<file path="src/rtl/req_arbiter_pkg.sv">
// arb_pkg: shared state type, size limit and one-hot helper for req_arbiter.
package arb_pkg;
    typedef enum logic [0:0] {ARB_IDLE, ARB_BUSY} arb_state_t;
    localparam int ARB_N_MAX = 16;
    function automatic logic [ARB_N_MAX-1:0] onehot(input int idx, input int n);
        logic [ARB_N_MAX-1:0] one;
        one = {{(ARB_N_MAX-1){1'b0}}, 1'b1};
        return (idx >= 0 && idx < n) ? one << idx : '0;
    endfunction
endpackage

</file>
<file path="src/rtl/req_arbiter_if.sv">
// req_arbiter_if: request/grant bundle between requesters (master) and the arbiter (slave).
interface req_arbiter_if #(parameter int N = 8);
    localparam int IDX_W = $clog2(N);
    logic [N-1:0]     req;
    logic [N-1:0]     gnt;
    logic [IDX_W-1:0] gnt_idx;
    logic             gnt_valid;
    logic             timeout;
    modport master (output req, input gnt, gnt_idx, gnt_valid, timeout);
    modport slave (input req, output gnt, gnt_idx, gnt_valid, timeout);
endinterface

</file>
<file path="src/rtl/req_arbiter_prio_enc.sv">
// prio_enc_n: combinational N-input priority encoder, lowest set bit wins, idx=0 when empty.
module prio_enc_n #(
    parameter int N = 8
) (
    input  logic [N-1:0]         in,
    output logic [$clog2(N)-1:0] idx,
    output logic                 valid
);
    localparam int IDX_W = $clog2(N);
    always_comb begin
        idx = '0;
        for (int i = N - 1; i >= 0; i--)
            if (in[i]) idx = IDX_W'(i);
        valid = |in;
    end
endmodule

</file>
<file path="src/rtl/req_arbiter.sv">
// req_arbiter: N-way grant-and-hold arbiter with MAX_HOLD revoke; ARB_ROUND_ROBIN_EN selects round-robin over fixed priority.
module req_arbiter
    import arb_pkg::*;
#(
    parameter int N        = 8,
    parameter int MAX_HOLD = 16
) (
    input logic         clk,
    input logic         rst,
    req_arbiter_if.slave bus
);
    localparam int IDX_W = $clog2(N);
    localparam int HW    = (MAX_HOLD > 0) ? $clog2(MAX_HOLD + 1) : 1;
    arb_state_t       state_q, state_d;
    logic [N-1:0]     gnt_q, gnt_d;
    logic [IDX_W-1:0] gnt_idx_q, gnt_idx_d;
    logic             gnt_valid_q, gnt_valid_d;
    logic             timeout_q, timeout_d;
    logic [HW-1:0]    hold_cnt_q, hold_cnt_d;
    logic [N-1:0]     enc_in;
    logic [IDX_W-1:0] enc_idx, winner;
    logic             enc_valid, owner_req, expire;
`ifdef ARB_ROUND_ROBIN_EN
    logic [IDX_W-1:0] rr_ptr_q, rr_ptr_d;
    // Rotate so the search starts at rr_ptr, then map the encoded index back mod N.
    always_comb begin
        for (int i = 0; i < N; i++)
            enc_in[i] = bus.req[(i + int'(rr_ptr_q)) % N];
        winner   = IDX_W'((int'(enc_idx) + int'(rr_ptr_q)) % N);
        rr_ptr_d = (state_q == ARB_IDLE && enc_valid) ? IDX_W'((int'(winner) + 1) % N) : rr_ptr_q;
    end
    always_ff @(posedge clk or posedge rst)
        if (rst) rr_ptr_q <= '0;
        else     rr_ptr_q <= rr_ptr_d;
`else
    assign enc_in = bus.req;
    assign winner = enc_idx;
`endif
    prio_enc_n #(.N(N)) u_enc (
        .in   (enc_in),
        .idx  (enc_idx),
        .valid(enc_valid)
    );
    assign owner_req = bus.req[gnt_idx_q];
    assign expire    = (MAX_HOLD != 0) && (hold_cnt_q == HW'(MAX_HOLD - 1));
    // An owner dropping req on the expiry edge is a plain release, so timeout follows owner_req.
    always_comb begin
        state_d     = state_q;
        gnt_d       = gnt_q;
        gnt_idx_d   = gnt_idx_q;
        gnt_valid_d = gnt_valid_q;
        timeout_d   = 1'b0;
        hold_cnt_d  = hold_cnt_q;
        if (state_q == ARB_IDLE) begin
            if (enc_valid) begin
                state_d     = ARB_BUSY;
                gnt_d       = N'(onehot(int'(winner), N));
                gnt_idx_d   = winner;
                gnt_valid_d = 1'b1;
                hold_cnt_d  = '0;
            end
        end else if (!owner_req || expire) begin
            state_d     = ARB_IDLE;
            gnt_d       = '0;
            gnt_idx_d   = '0;
            gnt_valid_d = 1'b0;
            timeout_d   = owner_req;
            hold_cnt_d  = '0;
        end else begin
            hold_cnt_d = (hold_cnt_q == '1) ? hold_cnt_q : hold_cnt_q + 1'b1;
        end
    end
    always_ff @(posedge clk or posedge rst)
        if (rst) begin
            state_q     <= ARB_IDLE;
            gnt_q       <= '0;
            gnt_idx_q   <= '0;
            gnt_valid_q <= 1'b0;
            timeout_q   <= 1'b0;
            hold_cnt_q  <= '0;
        end else begin
            state_q     <= state_d;
            gnt_q       <= gnt_d;
            gnt_idx_q   <= gnt_idx_d;
            gnt_valid_q <= gnt_valid_d;
            timeout_q   <= timeout_d;
            hold_cnt_q  <= hold_cnt_d;
        end
    assign bus.gnt       = gnt_q;
    assign bus.gnt_idx   = gnt_idx_q;
    assign bus.gnt_valid = gnt_valid_q;
    assign bus.timeout   = timeout_q;
endmodule
</file>
<file path="src/flat_wrapper.sv">
// flat-port wrapper written by rule: the top's interface ports become plain ports
module req_arbiter_flat import arb_pkg::*;
#(
    parameter int N        = 8,
    parameter int MAX_HOLD = 16
)
  (clk, rst, bus_req, bus_gnt, bus_gnt_idx, bus_gnt_valid, bus_timeout);
  req_arbiter_if #(.N(N)) bus_i ();
  input logic clk;
  input logic rst;
  input wire logic [$bits(bus_i.req)-1:0] bus_req;
  output wire logic [$bits(bus_i.gnt)-1:0] bus_gnt;
  output wire logic [$bits(bus_i.gnt_idx)-1:0] bus_gnt_idx;
  output wire logic [$bits(bus_i.gnt_valid)-1:0] bus_gnt_valid;
  output wire logic [$bits(bus_i.timeout)-1:0] bus_timeout;
  assign bus_i.req = bus_req;
  assign bus_gnt = bus_i.gnt;
  assign bus_gnt_idx = bus_i.gnt_idx;
  assign bus_gnt_valid = bus_i.gnt_valid;
  assign bus_timeout = bus_i.timeout;
  req_arbiter #(.N(N), .MAX_HOLD(MAX_HOLD)) u_core (.clk(clk), .rst(rst), .bus(bus_i));
endmodule
</file>
<file path="config.mk">
export PLATFORM = sky130hd
export DESIGN_NAME = req_arbiter_flat
export DESIGN_NICKNAME = d
export VERILOG_FILES = /design/src/rtl/req_arbiter_pkg.sv /design/src/rtl/req_arbiter_if.sv /design/src/rtl/req_arbiter_prio_enc.sv /design/src/rtl/req_arbiter.sv /design/src/flat_wrapper.sv
export SDC_FILE = /design/constraint.sdc
export NUM_CORES = 1
export LEC_CHECK = 0
export ABC_AREA = 1
export CAP_MARGIN = 10
export CORE_MARGIN = 1
export CORE_UTILIZATION = 53
export CTS_CLUSTER_SIZE = 40
export DETAILED_ROUTE_END_ITERATION = 7
export GPL_ROUTABILITY_DRIVEN = 0
export PLACE_DENSITY = 0.87
export SETUP_SLACK_MARGIN = 0.02
export SYNTH_ARGS = -nofsm -noshare
export SYNTH_HDL_FRONTEND = slang
export SYNTH_SLANG_ARGS = --single-unit
</file>
<file path="constraint.sdc">
create_clock -name clk -period 3.7 [get_ports clk]
set_clock_uncertainty 0.05 [all_clocks]
set_input_delay 1.11 -clock clk [delete_from_list [all_inputs] [get_ports clk]]
set_output_delay 1.11 -clock clk [all_outputs]
set_load 0.02 [all_outputs]
</file>
==> results of run 1 <==
==> layer usage <==
layer	up-vias	share of wire, %	wire length (microns)
met4	0	1.2	27
met5	-	0	0
li1	488	-	-
met2	38	50	1119
met1	424	43	952
met3	4	6.3	141
==> flip-flops by register name, summed over array words and instances, names as in the netlist <==
| signal | flops |
|---|---|
| u_core.state_q | 1 |
| u_core.hold_cnt_q | 5 |
| u_core.bus.gnt_valid | 1 |
| u_core.bus.timeout | 1 |
| u_core.bus.gnt_idx | 3 |
| u_core.bus.gnt | 8 |
==> how the worst min path moves through the flow <==
stage,start,to,slack [ps],cells past startpoint
after floorplan,u_core.hold_cnt_q[3]$_DFFE_PP0P_,u_core.hold_cnt_q[3]$_DFFE_PP0P_,420,2
after global placement,u_core.bus.gnt_valid$_DFFE_PP0P_,u_core.bus.gnt_valid$_DFFE_PP0P_,410,2
after detailed placement,u_core.bus.gnt[7]$_DFFE_PP0P_,u_core.bus.gnt[7]$_DFFE_PP0P_,410,2
after CTS,u_core.bus.gnt[7]$_DFFE_PP0P_,u_core.bus.gnt[7]$_DFFE_PP0P_,440,2
after global routing,u_core.bus.gnt_valid$_DFFE_PP0P_,u_core.bus.gnt_valid$_DFFE_PP0P_,470,2
final,u_core.bus.gnt_valid$_DFFE_PP0P_,u_core.bus.gnt_valid$_DFFE_PP0P_,440,2
==> power by group <==
part           switching, mW  internal [mW]
Clock                 0.0672         0.0404
Combinational          0.190          0.111
Sequential            0.0390          0.246
==> cell type report <==
| class | instances | area [sq um] | area share [%] |
|---|---|---|---|
| clock buffers | 3 | 22.52 | 1.705 |
| clock inverters | 1 | 5.005 | 0.3788 |
| inverters | 18 | 67.56 | 5.114 |
| multi-input cells | 102 | 499.2 | 37.78 |
| flip-flops and latches | 19 | 475.5 | 35.98 |
| well taps | 25 | 31.28 | 2.367 |
| repair buffers | 22 | 220.2 | 16.67 |
==> logic make-up (layout without fill, tap and decap cells) <==
| logic type | Yosys count | in the layout | share of synthesized area, % |
|---|---|---|---|
| AND/OR/NAND/NOR | 91 | 91 | 39.53 |
| adder cells (fa/ha/maj) | 3 | 3 | 3.551 |
| flip-flops | 19 | 19 | 44.97 |
| XOR/XNOR | 1 | 1 | 0.8286 |
| buffers and inverters | 19 | 44 | 7.810 |
| AO/OA/AOI/OAI | 7 | 7 | 3.313 |
==> worst register-to-register path, stage by stage, from the launching register on <==
cell and delay [ps]:
dfrtp_1 440, ha_1 240, nand2_1 70, nor2_1 50, ha_1 210, nor2_2 200, nand3_4 140, nand2_4 180
nand2_1 110, nand2_1 70, nand2_1 50
==> metrics by stage <==
stage	std cells	power (mW)	hold WS, ps
global route	190	0.7368	468.0
finish	190	0.6934	436.8
CTS	190	0.6952	443.1
detailed placement	186	0.5871	411.2
floorplan	140	0.4995	418.2
global placement	186	0.5794	410.0
==> placed cells by master (no fill, tap or decap), drive strengths merged <==
cell type and count:
nor2 11, ha 3, o21ai 6, dfrtp 19, xnor2 1, nand3 21
nand2 55, clkbuf 3, nand4 1, clkinv 1, inv 18, nor3 2
clkdlybuf4s50 22, a21oi 1, and2 1
==> out/results.tsv, run 1 <==
stage	metric	value	unit
outcome	status	finished clean	
logic_synthesis	yosysMostFrequentCell	nand2_1	
timing	fin_crit_sh	71.16	%
floorplanning	die_w	46.67	microns
cells_and_area	drive_gt1_share	8.485	%
cts	cts.clk_slew.worst_paths	110	ps
critical_path	path_buf_inv	1	
floorplanning	rows	15	
floorplanning	die_y	46.67	microns
job	maxCapViolations	0	
placement	placed_area	1294	sq um
cells_and_area	syn_to_final_growth	24.97	%
detailed_routing	routed_via_density	5.021	
logic_synthesis	synth_cells	140	
critical_path	slowest_stage	clkdlybuf4s50_1	
timing	fmax	0.3798	GHz
floorplanning	core_area	1802	sq um
cells_and_area	n_antenna_cell	0	
cts	clk_latency	310	ps
critical_path	worstSetupStartpoint	u_core.bus.gnt_idx[0]$_DFFE_PP0P_	
critical_path	cpPeakStageDelay	660	ps
critical_path	worstPathCellList	clkdlybuf4s50_1	
logic_synthesis	synth_common_cells	nand2_1, dfrtp_1, nand3_1, inv_1, nor2_1	
cts	numCtsBuffers	3	
critical_path	timing.rr.end	u_core.hold_cnt_q[4]$_DFFE_PP0P_	
critical_path	crit_arrival	1470	ps
power_and_ir_drop	vdd_drop_max	0.5473	mV
grt	grt_remaining_overflow	0	
critical_path	rr_startpoint	u_core.hold_cnt_q[0]$_DFFE_PP0P_	
logic_synthesis	syn_area	1057	sq um
logic_synthesis	ys_top_cells_by_area	dfrtp_1, nand2_1, nand3_1	
timing	setup-tns-final	0	ps
grt	grtUsageMet3	5.490	%
critical_path	path_depth	1	
detailed_routing	wl	2.240	mm
critical_path	cp-endpoint	bus_gnt_idx[0]	
floorplanning	ios	23	
logic_synthesis	synth_flop_cell	dfrtp_1	
timing	slew_violations	0	
grt	grt_pass1_vias	886	
timing	finalHoldViolCount	0	
detailed_routing	drc_errors	0	
timing	min_period	2633	ps
timing	setup_violations	0	
cts	post-cts-setup-buffers	0	
cts	post_cts_resized	0	
logic_synthesis	synth-edff-count	0	
cts	cts_htree_levels	1	
grt	grtUsageMet2	40.83	%
min_path	hp-class	reg2reg	
logic_synthesis	syn_avg_cell_area	7.552	sq um
critical_path	r2r_setup_slack	1770	ps
timing	worst_slack	1067	ps
critical_path	crit_path_end_kind	output pin	
placement	io_buffers	22	
detailed_routing	postRouteAntennaNets	0	
cts	cts-hold-fix-buffers	0	
floorplanning	die_area	2178	sq um
logic_synthesis	yosys.cell_types.count	19	
grt	grt_use_total	23.93	%
timing	worst_pin_slew	699.4	ps
critical_path	cp_max_fo	7	
critical_path	path_class	reg2out	
cells_and_area	nFillCells	132	
logic_synthesis	syn_nets	153	
placement	dp_hpwl	1.682	mm
grt	grt_pass1_wl	3.622	mm
critical_path	cp_top_family	buffers and inverters	
cts	cts_root_buffer	clkbuf_4	
timing	max_slew_margin	53.32	%
power_and_ir_drop	power_leakage	0.6755	nW
detailed_routing	drtIter0Drc	36	
detailed_routing	vias	954	
logic_synthesis	synthArstFlopShare	100.0	%
grt	top_usage_layer	met2	
grt	grt_use_met1	28.43	%
floorplanning	initial_utilization	58.68	%
critical_path	reg2regPathDepth	10	
timing	rsz0062_at_grt	false	
cts	cts_sinks	19	
logic_synthesis	synth_top_area_share	44.97	%
grt	grt_max_degree	20	
cells_and_area	post-route-util	73.33	%
logic_synthesis	yosysWarnings	0	
critical_path	critPathLaunchType	flop	
critical_path	required	2540	ps
grt	antenna_found_initial	0	
logic_synthesis	ys_ff_latch	19	
cells_and_area	final_area	1321	sq um
placement	place_ws	1025	ps
logic_synthesis	synth.yosys.seq_area_share	44.97	%
logic_synthesis	synth_largest_area_cell	dfrtp_1	
cells_and_area	nets	179	
power_and_ir_drop	powerDensity	524.8	nW/um^2
cts	cts_buffer_depth	2	
cts	tritoncts	done	
detailed_routing	drtPass1Iterations	4	
detailed_routing	post_drt_wl_per_cell	11.79	microns
No activity file was read; power rests on OpenSTA's default activity.
==> run 2, diff against run 1 <==
- CORE_UTILIZATION: 53 -> 44
- PLACE_DENSITY: 0.87 -> 0.78
- clock period: 3.7 -> 2.4 ns (I/O delays scaled with it)
==> run 2 against run 1 <==
Against the previous run: register-to-register slack got worse by 1300 ps; routed wire length fell by 7.5%; global-route usage is 3.6 points lower; non-clock buffer count grew 2; highest routed layer unchanged; design area increased by 1.4%; first-iteration DRC count shrank 58%; combinational power is 52% higher; die area rose by 20%; flip-flop and latch count stayed put.
==> out/results.tsv, run 2 (synthesized netlist as in run 1, its figures left out) <==
stage	metric	value	unit
cells_and_area	n_antenna_cell	0	
grt	grt_remaining_overflow	0	
critical_path	cp_top_family	buffers and inverters	
cts	cts-hold-fix-buffers	0	
timing	setup-tns-final	0	ps
detailed_routing	drc_errors	0	
timing	fmax	0.4485	GHz
cells_and_area	final_cell_mix	nand2_1, clkdlybuf4s50_1, dfrtp_1	
critical_path	required	1630	ps
timing	max_slew_margin	80.44	%
cts	cts_sinks	19	
cts	post-cts-setup-buffers	0	
critical_path	path_buf_inv	1	
cts	cts_htree_levels	1	
grt	antenna_found_initial	0	
cts	numCtsBuffers	3	
floorplanning	die_area	2603	sq um
cells_and_area	nets	181	
critical_path	path_depth	1	
detailed_routing	postRouteAntennaNets	0	
grt	grt_max_degree	20	
detailed_routing	wl	2.072	mm
detailed_routing	routed_via_density	4.969	
critical_path	path_class	reg2out	
placement	placed_cells_incl_taps	191	
outcome	status	finished clean	
placement	io_buffers	22	
cts	cts_root_buffer	clkbuf_4	
min_path	hp-class	reg2reg	
cts	tritoncts	done	
grt	grt_pass1_vias	952	
cts	cts.clk_slew.worst_paths	110	ps
cells_and_area	largest_reg_flops	8	
timing	rsz0062_at_grt	false	
placement	dp_hpwl	1.616	mm
floorplanning	core_area	2233	sq um
floorplanning	rows	17	
cells_and_area	drive_gt1_share	9.581	%
critical_path	crit_arrival	1460	ps
critical_path	worstPathCellList	clkdlybuf4s50_1	
cells_and_area	post-route-util	60.00	%
critical_path	slowest_stage	clkdlybuf4s50_1	
timing	min_period	2230	ps
floorplanning	die_w	51.02	microns
floorplanning	initial_utilization	47.34	%
floorplanning	die_y	51.02	microns
critical_path	cp_max_fo	7	
detailed_routing	post_drt_wl_per_cell	10.63	microns
timing	fin_crit_sh	92.91	%
job	maxCapViolations	0	
power_and_ir_drop	vdd_drop_max	0.4537	mV
detailed_routing	drtIter0Drc	15	
floorplanning	ios	23	
power_and_ir_drop	power_leakage	0.6857	nW
critical_path	reg2regPathDepth	10	
cts	post_cts_resized	0	
cells_and_area	instances_no_fill	195	
cells_and_area	final_common_cell	nand2_1	
critical_path	critPathLaunchType	flop	
detailed_routing	drtPass1Iterations	4	
timing	worst_pin_slew	291.2	ps
grt	grt_use_total	20.36	%
timing	finalHoldViolCount	0	
cts	cts_buffer_depth	2	
detailed_routing	vias	969	
timing	setup_violations	0	
critical_path	crit_path_end_kind	output pin	
power_and_ir_drop	powerDensity	793.4	nW/um^2
timing	slew_violations	0	
min_path	hold_path_depth	2	
cells_and_area	syn_to_final_growth	26.75	%
grt	grt_pass1_wl	3.974	mm
cts	clk_latency	300	ps
critical_path	cpPeakStageDelay	670	ps
## run 2: worst paths after layout
check	from	to	slack (ps)
max	u_core.bus.gnt_idx[0]$_DFFE_PP0P_	bus_gnt_idx[0]	170
min	u_core.bus.gnt[2]$_DFFE_PP0P_	u_core.bus.gnt[2]$_DFFE_PP0P_	450
max reg2reg	u_core.hold_cnt_q[0]$_DFFE_PP0P_	u_core.hold_cnt_q[4]$_DFFE_PP0P_	520
min reg2reg	u_core.bus.gnt[2]$_DFFE_PP0P_	u_core.bus.gnt[2]$_DFFE_PP0P_	450
max in group asynchronous	rst	u_core.bus.timeout$_DFF_PP0_	1430
min in group asynchronous	rst	u_core.bus.gnt[6]$_DFFE_PP0P_	670
## run 2: cell type report
class | count | area [sq um]
inverters | 18 | 67.56
repair buffers | 24 | 235.2
clock buffers | 3 | 22.52
clock inverters | 1 | 5.005
fillers | 197 | 893.4
flip-flops and latches | 19 | 475.5
multi-input cells | 102 | 499.2
well taps | 28 | 35.03
## run 2: power breakdown
group          internal (mW)  switching [mW]
Sequential             0.379          0.0605
Clock                 0.0621           0.102
Combinational          0.173           0.286
## run 2: routing by layer
metal / global-route usage, % / up-vias / wire length (microns)
met5: 0 / - / 0
met4: 6.481 / 0 / 23
met3: 3.869 / 4 / 63
met2: 35.09 / 22 / 1005
met1: 25.43 / 451 / 979
li1: - / 492 / -
## run 2: stage by stage
step                      power, mW  setup WS, ps  area, sq um  hold WS (ps)
after global placement       0.8933         188.0         1313         411.3
after detailed placement     0.9065         143.4         1313         416.3
final                         1.063         170.1         1340         447.5
after floorplan              0.7701         744.4         1057         418.2
after CTS                     1.073         170.9         1340         454.6
after global routing          1.153         137.2         1340         481.9
